File: src/rtl/iter_alu_pkg.sv
// Shared ALU definitions: opcode encodings, controller state encoding and the
// default datapath width. Imported by the ALU and by the control unit so both
// sides agree on opcode values.
package iter_alu_pkg;

   localparam int ALU_WIDTH_DEF = 12;
   localparam int OP_W          = 3;

   localparam logic [OP_W-1:0] OP_PASS = 3'd0;
   localparam logic [OP_W-1:0] OP_ADD  = 3'd1;
   localparam logic [OP_W-1:0] OP_SUB  = 3'd2;
   localparam logic [OP_W-1:0] OP_AND  = 3'd3;
   localparam logic [OP_W-1:0] OP_MUL  = 3'd4;
   localparam logic [OP_W-1:0] OP_DIV  = 3'd5;

   typedef enum logic [0:0] {
      IDLE = 1'b0,
      CALC = 1'b1
   } state_e;

endpackage

File: src/rtl/iter_alu_div.sv
// Restoring divider datapath: one quotient bit per step, WIDTH steps per divide.
// Latency: loaded on one edge, quotient complete on the WIDTH-th step edge.
// No backpressure: the parent drives load/step and owns sequencing.
// Ports: clk, rstN (async active-low), load (capture operands), step (one
// iteration), dvd/dvs (dividend/divisor), quo (quotient as it will stand after
// the current step; all ones when the divisor is zero).
module iter_div
   import iter_alu_pkg::*;
#(
   parameter int WIDTH = ALU_WIDTH_DEF
) (
   input  logic             clk,
   input  logic             rstN,
   input  logic             load,
   input  logic             step,
   input  logic [WIDTH-1:0] dvd,
   input  logic [WIDTH-1:0] dvs,
   output logic [WIDTH-1:0] quo
);

   logic [WIDTH-1:0] rem_q, rem_d;
   logic [WIDTH-1:0] quo_q, quo_d;
   logic [WIDTH-1:0] dvs_q, dvs_d;
   logic             dz_q, dz_d;

   logic [WIDTH:0]   rem_sh;
   logic [WIDTH-1:0] diff;
   logic             fits;
   logic [WIDTH-1:0] quo_nxt;
   logic [WIDTH-1:0] rem_nxt;

   // quo_q starts as the dividend and shifts left; its MSB feeds the
   // partial remainder while quotient bits fill in from the bottom.
   always_comb begin
      rem_sh  = {rem_q, quo_q[WIDTH-1]};
      fits    = (rem_sh >= {1'b0, dvs_q});
      // rem_sh < 2*dvs whenever it fits, so the low WIDTH bits hold the
      // exact difference.
      diff    = rem_sh[WIDTH-1:0] - dvs_q;
      rem_nxt = fits ? diff : rem_sh[WIDTH-1:0];
      quo_nxt = {quo_q[WIDTH-2:0], fits};
      quo     = dz_q ? {WIDTH{1'b1}} : quo_nxt;
   end

   always_comb begin
      rem_d = rem_q;
      quo_d = quo_q;
      dvs_d = dvs_q;
      dz_d  = dz_q;
      if (load) begin
         rem_d = '0;
         quo_d = dvd;
         dvs_d = dvs;
         dz_d  = (dvs == '0);
      end else if (step) begin
         rem_d = rem_nxt;
         quo_d = quo_nxt;
      end
   end

   always_ff @(posedge clk or negedge rstN) begin
      if (!rstN) begin
         rem_q <= '0;
         quo_q <= '0;
         dvs_q <= '0;
         dz_q  <= 1'b0;
      end else begin
         rem_q <= rem_d;
         quo_q <= quo_d;
         dvs_q <= dvs_d;
         dz_q  <= dz_d;
      end
   end

endmodule

File: src/rtl/iter_alu.sv
// Multi-cycle ALU feeding the Z-flag register: PASS/ADD/SUB/AND in one clock,
// MUL (shift-add) and DIV (restoring) in WIDTH clocks. zWrEn pulses with done.
// Backpressure: start is ignored while busy; no queueing.
// Ports: clk, rstN (async active-low), start/op/aIn/bIn (request, sampled when
// idle), result (held until next completion), busy, done, zWrEn.
// Build option: define ITER_ALU_DIV_EN to include the divider; without it
// op 5 behaves as an illegal opcode (single cycle, result 0).
module iter_alu
   import iter_alu_pkg::*;
#(
   parameter int WIDTH = ALU_WIDTH_DEF,   // minimum 4
   localparam int CNT_W = $clog2(WIDTH) + 1
) (
   input  logic             clk,
   input  logic             rstN,
   input  logic             start,
   input  logic [OP_W-1:0]  op,
   input  logic [WIDTH-1:0] aIn,
   input  logic [WIDTH-1:0] bIn,
   output logic [WIDTH-1:0] result,
   output logic             busy,
   output logic             done,
   output logic             zWrEn
);

   localparam logic [CNT_W-1:0] CNT_LAST = CNT_W'(WIDTH - 1);

   state_e           state_q, state_d;
   logic [CNT_W-1:0] cnt_q, cnt_d;
   logic [WIDTH-1:0] result_q, result_d;
   logic             done_q, done_d;
   logic [WIDTH-1:0] mcand_q, mcand_d;
   logic [WIDTH-1:0] mplier_q, mplier_d;
   logic [WIDTH-1:0] acc_q, acc_d;
   logic             is_div_q, is_div_d;

   logic [WIDTH-1:0] acc_nxt;
   logic             div_load;
   logic             div_step;
   logic [WIDTH-1:0] div_quo;

`ifdef ITER_ALU_DIV_EN
   iter_div #(
      .WIDTH (WIDTH)
   ) u_div (
      .clk  (clk),
      .rstN (rstN),
      .load (div_load),
      .step (div_step),
      .dvd  (aIn),
      .dvs  (bIn),
      .quo  (div_quo)
   );
`else
   assign div_quo = '0;
`endif

   // One shift-add step: only the low WIDTH product bits are kept, so the
   // multiplicand may shift out of range without affecting the result.
   assign acc_nxt = mplier_q[0] ? (acc_q + mcand_q) : acc_q;

   always_comb begin
      state_d  = state_q;
      cnt_d    = cnt_q;
      result_d = result_q;
      done_d   = 1'b0;
      mcand_d  = mcand_q;
      mplier_d = mplier_q;
      acc_d    = acc_q;
      is_div_d = is_div_q;
      div_load = 1'b0;
      div_step = 1'b0;

      case (state_q)
         IDLE: begin
            if (start) begin
               case (op)
                  OP_PASS: begin
                     result_d = aIn;
                     done_d   = 1'b1;
                  end
                  OP_ADD: begin
                     result_d = aIn + bIn;
                     done_d   = 1'b1;
                  end
                  OP_SUB: begin
                     result_d = aIn - bIn;
                     done_d   = 1'b1;
                  end
                  OP_AND: begin
                     result_d = aIn & bIn;
                     done_d   = 1'b1;
                  end
                  OP_MUL: begin
                     mcand_d  = aIn;
                     mplier_d = bIn;
                     acc_d    = '0;
                     cnt_d    = '0;
                     is_div_d = 1'b0;
                     state_d  = CALC;
                  end
`ifdef ITER_ALU_DIV_EN
                  OP_DIV: begin
                     div_load = 1'b1;
                     cnt_d    = '0;
                     is_div_d = 1'b1;
                     state_d  = CALC;
                  end
`endif
                  default: begin
                     result_d = '0;
                     done_d   = 1'b1;
                  end
               endcase
            end
         end

         CALC: begin
            cnt_d = cnt_q + CNT_W'(1);
            if (is_div_q) begin
               div_step = 1'b1;
            end else begin
               acc_d    = acc_nxt;
               mcand_d  = mcand_q << 1;
               mplier_d = mplier_q >> 1;
            end
            // cnt_q counts iterations already done; this edge performs the last.
            if (cnt_q == CNT_LAST) begin
               result_d = is_div_q ? div_quo : acc_nxt;
               done_d   = 1'b1;
               cnt_d    = '0;
               state_d  = IDLE;
            end
         end

         default: begin
            state_d = IDLE;
         end
      endcase
   end

   always_ff @(posedge clk or negedge rstN) begin
      if (!rstN) begin
         state_q  <= IDLE;
         cnt_q    <= '0;
         result_q <= '0;
         done_q   <= 1'b0;
         mcand_q  <= '0;
         mplier_q <= '0;
         acc_q    <= '0;
         is_div_q <= 1'b0;
      end else begin
         state_q  <= state_d;
         cnt_q    <= cnt_d;
         result_q <= result_d;
         done_q   <= done_d;
         mcand_q  <= mcand_d;
         mplier_q <= mplier_d;
         acc_q    <= acc_d;
         is_div_q <= is_div_d;
      end
   end

   assign result = result_q;
   assign busy   = (state_q == CALC);
   assign done   = done_q;
   assign zWrEn  = done_q;

endmodule

File: config.mk
export PLATFORM = sky130hd
export DESIGN_NAME = iter_alu
export DESIGN_NICKNAME = d
export VERILOG_FILES = /design/src/rtl/iter_alu_pkg.sv /design/src/rtl/iter_alu_div.sv /design/src/rtl/iter_alu.sv
export SDC_FILE = /design/constraint.sdc
export NUM_CORES = 1
export LEC_CHECK = 0
export CORE_ASPECT_RATIO = 0.6
export CORE_MARGIN = 5
export CORE_UTILIZATION = 51
export CTS_CLUSTER_DIAMETER = 30
export DETAILED_ROUTE_END_ITERATION = 16
export PLACE_DENSITY = 0.71
export SLEW_MARGIN = 40
export SYNTH_ARGS = -nofsm -noshare
export SYNTH_HDL_FRONTEND = slang
export SYNTH_SLANG_ARGS = --single-unit
File: constraint.sdc
create_clock -name clk -period 2.9 [get_ports clk]
set_clock_uncertainty 0.15 [all_clocks]
set_input_delay 0.435 -clock clk [delete_from_list [all_inputs] [get_ports clk]]
set_output_delay 0.435 -clock clk [all_outputs]
set_load 0.005 [all_outputs]
# After elaboration in Yosys (flattened, before gate mapping)
# Cells that the tools add are included.
# W data, S select, Z words.
op_classes:
  add_sub_neg: 4
  n_eq_ne: 9
  mux: 26
  bitwise: 2
  n_reduce_logical: 3
ops:
  columns: ["op", "count"]
  rows:
  - ["$mux W12", 9]
  - ["$pmux W12 S2", 4]
  - ["$pmux W12 S5", 1]
  - ["$add A12 B12 Y12", 2]
  - ["$mux W5", 3]
  - ["$and A12 B12 Y12", 1]
  - ["$sub A12 B12 Y12", 1]
  - ["$pmux W5 S2", 1]
  - ["$eq A3 B2 Y1 const B", 2]
  - ["$mux W1", 6]
  - ["$add A5 B1 Y5 const B", 1]
  - ["$eq A5 B4 Y1 const B", 1]
  - ["$ne A2 B1 Y1 const B", 2]
  - ["$ne A2 B2 Y1 const B", 2]
  - ["$pmux W1 S2", 2]
  - ["$eq A3 B1 Y1 const B", 1]
  - ["$eq A3 B3 Y1 const B", 1]
  - ["$logic_not A3 Y1", 1]
  - ["$reduce_and A3 Y1", 1]
  - ["$reduce_and A2 Y1", 1]
  - ["$not A1 Y1", 1]
totals:
  regBits: 55
  in_bits: 30
  out_inout_bits: 15
  word_cells: 51

# Longest topological paths before layout
depth:
  depth_word: 4
  depth_mapped: 14
  mapped_depth_nobuf: 14

# Worst setup path after synthesis
# Ideal clock, no wire load.
synth_timing:
  path_type: "input to register"
  startpoint: "input port bIn[1]"
  endpoint: "register result_q[11] (netlist: result[11])"
  setup_time_ps: 126
  arrival_time_ps: 2759
  t_required_ps: 2624
  setup_slack_ps: -135
  path_stages: 12
  n_path_buf: 0
  cell_sequence: "or2_0 > or4_4 > o31ai_1 > xor2_1 > ha_1 > nand3_1 > o22ai_1 > nor3_1 > a21oi_1 > xnor2_1 > nor2_1 > o32a_1"
synth_between:
  elab_chain_cells: 4
  word_cells_on_any_way: 5
  cone_classes: "2 x add/sub; 3 x mux"
synth_rtl:
  columns: ["item", "line", "rtl"]
  rows:
  - ["start, declared", "iter_alu.sv:19", "input logic [WIDTH-1:0] bIn,"]
  - ["$sub A12 B12 Y12 or $add A12 B12 Y12 (tied branches)", "iter_alu.sv:87, iter_alu.sv:83", null]
  - ["$pmux W12 S5 (*)", "iter_alu.sv:77", "case (op)"]
  - ["$mux W12 (*)", "iter_alu.sv:76", "if (start) begin"]
  - ["$pmux W12 S2 (*)", "iter_alu.sv:74", "case (state_q)"]
  - ["end signal, assigned", "iter_alu.sv:155", "result_q <= result_d;"]
  - ["end, declared", "iter_alu.sv:30", "logic [WIDTH-1:0] result_q, result_d;"]
# Mark *: on every way between the ends. The rest lies on a longest branch, timed or not. The select of a mux whose other input is x is not followed.
# A chain may end at the register's enable or synchronous reset.

# Final worst setup path
layout_timing:
  startpoint: "input port bIn[4]"
  endpoint: "register result_q[9] (netlist: result[9])"
# Same word-level chain as after synthesis.

==> run_results.csv <==
group,metric,value,unit
global_route,grt_pass1_vias,3821,
yosys,syn_area,0.00403,mm2
yosys,synth_cells,467,
timing,max_slew_margin,55.6,%
cts,h-tree-depth,2,
run_status,outcome,"complete, but fails checks",
setup_path,cp_top_family,"compound AO/OA/AOI/OAI gates",
yosys,seq_area_frac_synth,34.1,%
yosys,ys_ff_latch,55,
final_layout,final_common_cell,"buf_4",
yosys,synth_cell_type_count,58,
placed_design,hpwl,9.55,mm
setup_path,crit_required,2.94,ns
global_route,antenna_found_initial,0,
timing,setup_viol,2,
setup_path,cp.arrival,3.03,ns
timing,tightest_slew,0.666,ns
timing,hold_violations,3,
floorplan,num_io_pins,45,
setup_path,crit_fanout,4,
final_layout,drive_gt1_share,24.1,%
global_route,grt_max_degree,39,
cts,clockBufferDepth,2,
yosys,yosysWarnings,0,
timing,layout_min_cycle_time,2.99,ns
routing,ant_nets,0,
floorplan,dieArea,0.00984,mm2
floorplan,dieHeight,78.9,um
yosys,synth_fp_nets,524,
floorplan,rows,25,
routing,drc,0,
yosys,yosysTopAreaCellShare,34.1,%
routing,drtIter0Drc,318,
global_route,grt.overflow.total,0,
final_layout,area_growth,33.7,%
setup_path,endpoint_kind,"flop",
placed_design,io_buffers,44,
timing,finalMaxSlewViolations,0,
global_route,grt_pass1_wl,20.5,mm
placed_design,place_inst,654,
yosys,synth_top_flop_cell,"dfrtp_1",
final_layout,instances_no_fill,677,
cts,cts_tree,"yes",
setup_path,crit_buf_inv,2,
setup_path,path_cells,"clkdlybuf4s15_1 -> or4_4 -> o31ai_4 -> xor2_1 -> ha_1 -> inv_2 -> o21bai_1 -> a21oi_2 -> o41ai_4 -> xnor2_1 -> nor2_1 -> o32a_1",
routing,dr.pass1.iters,4,
yosys,ys_async_sr_fraction,100,%
setup_path,rrSetupSlack,0.22,ns
floorplan,start_util,51.8,%
setup_path,cp_slowest_cell,"or4_4",
cts,clk_pin_slew,0.08,ns
cts,postCtsHoldBufs,0,
power_and_ir_drop,ir_worst_vdd,0.430,mV
yosys,synth_area_leader_cell,"dfrtp_1",
hold_path,hold_path_class,"input pin to async pin",
yosys,avgSynthCellArea,8.63,um2
final_layout,final_cell_mix,"buf_4, nand2_1, dfrtp_1",
timing,rsz0062_at_grt,"yes",
cts,cts.sinks,55,
floorplan,core_area,0.00779,mm2
global_route,grt_usage,26.3,%
cts,cts_buffers,5,
routing,via_per_inst,5.91,
cts,cts_root_buf,"clkbuf_16",
final_layout,nets,625,
yosys,synth_edf_count,0,
run_status,violations,"hold timing, setup timing",
final_layout,n_antenna_cell,0,
timing,layout_setup_ws,-0.0854,ns
run,cap_violations,0,
yosys,synth.area.top_cells,"dfrtp_1, ha_1, mux2i_1, o21ai_0, nand2_1",
routing,routed_wl,12.7,mm
power_and_ir_drop,p_per_area,877,mW/mm2
setup_path,critical_path.max_stage_delay,0.61,ns
routing,wl_per_cell,18.8,um
power_and_ir_drop,power.static_leakage,2.52,nW
setup_path,worst-setup-path-type,"input pin to flop",
floorplan,die_x,125,um
timing,finalSetupTns,-0.155,ns
timing,fmax,335,MHz
placed_design,place_congestion,0.992,
timing,whs,-0.00277,ns
final_layout,fillers,646,
routing,num_vias,4001,
timing,fin_crit_sh,103,%
setup_path,crit_path_start_kind,"input pin",
cts,clock_latency,0.31,ns
==> power breakdown <==
group / switching (mW) / internal [mW] / total, mW
sequential: 0.298 / 1.12 / 1.42
combinational: 1.38 / 1.26 / 2.64
clock: 0.333 / 0.330 / 0.663
==> routing by layer <==
metal	GRT usage, %	routed length, um	up-vias
met5	0	0	-
met4	5.69	158	0
met3	7.53	1080	15
met2	38.8	5430	134
met1	38.4	6050	1945
li1	-	-	1907
==> final timing paths <==
kind | to | start | depth (start not counted)
max in group asynchronous | acc_q[11]$_DFFE_PN0P_ | rstN | 2
setup / recovery | result[9]$_DFFE_PN0P_ | bIn[4] | 12
setup reg to reg | result[10]$_DFFE_PN0P_ | mcand_q[0]$_DFFE_PN0P_ | 9
hold / removal | done$_DFF_PN0_ | rstN | 1
min in group clk | mplier_q[8]$_DFFE_PN0P_ | mplier_q[8]$_DFFE_PN0P_ | 2
hold reg to reg | mplier_q[8]$_DFFE_PN0P_ | mplier_q[8]$_DFFE_PN0P_ | 2
==> sequential cells by signal (all words and copies together) (netlist names) <==
register,cells
cnt_q,5
mcand_q,12
mplier_q,12
acc_q,12
result,12
done,1
busy,1
==> logic make-up after synthesis <==
logic type / count (synthesis) / synth area share [%]
simple gates: 140 / 16.1
mux: 34 / 8.63
flops: 55 / 34.1
xor+xnor: 26 / 5.65
buf+inv: 39 / 3.72
compound gates: 146 / 23.0
fa+ha+maj: 27 / 8.75
==> worst reg2reg max path, delay by kind of cell (launching register included) <==
kind                     cells  cell delay (ns)
XOR/XNOR                     1             0.15
flip-flops                   1             0.41
AND/OR/NAND/NOR              1             0.14
AO/OA/AOI/OAI                5             1.10
adder cells (fa/ha/maj)      2             0.66
==> through the flow <==
stage          utilization [%]  power, mW  hold WS (ns)  worst slack (ns)  instance area (um2)
6_report                  69.2       4.73      -0.00277           -0.0854                 5390
2_1_floorplan                -       3.04       -0.0106           -0.0798                 4060
3_5_place_dp              64.2       3.95         0.320            -0.759                 5000
4_1_cts                   67.9       4.67        0.0271            -0.179                 5290
3_3_place_gp              64.2       3.85         0.311            -0.717                 5000
5_1_grt                   69.2       5.10        0.0528            -0.149                 5390
==> layout make-up <==
type / instances / area [um2] / share of cell area [%]
Clock buffer: 5 / 125 / 2.32
Multi-Input combinational cell: 373 / 2670 / 49.6
Inverter: 13 / 48.8 / 0.905
Timing Repair Buffer: 120 / 1000 / 18.6
Clock inverter: 3 / 27.5 / 0.511
Sequential cell: 55 / 1380 / 25.6
Tap cell: 108 / 135 / 2.51
==> repair_timing <==
action                                  CTS  global route
setup buffers                            10             4
endpoints found under the setup margin    9             8
gates resized for setup                  35            35
pin swaps                                27            26
==> cell usage after synthesis (4+ instances only) <==
cell,number
a21oi_1,28
dfrtp_1,55
clkbuf_1,22
nand3_1,14
nand4_1,6
nand2b_1,4
nor2_1,34
a21o_1,13
xnor2_1,17
nand2_1,56
o31ai_1,5
o211ai_1,7
nor3_1,6
mux2i_1,28
inv_1,12
xor2_1,9
a22o_1,4
mux2_2,6
a31oi_1,9
o21ai_0,44
ha_1,25
Note: power is estimated with default switching activity, not from simulation.
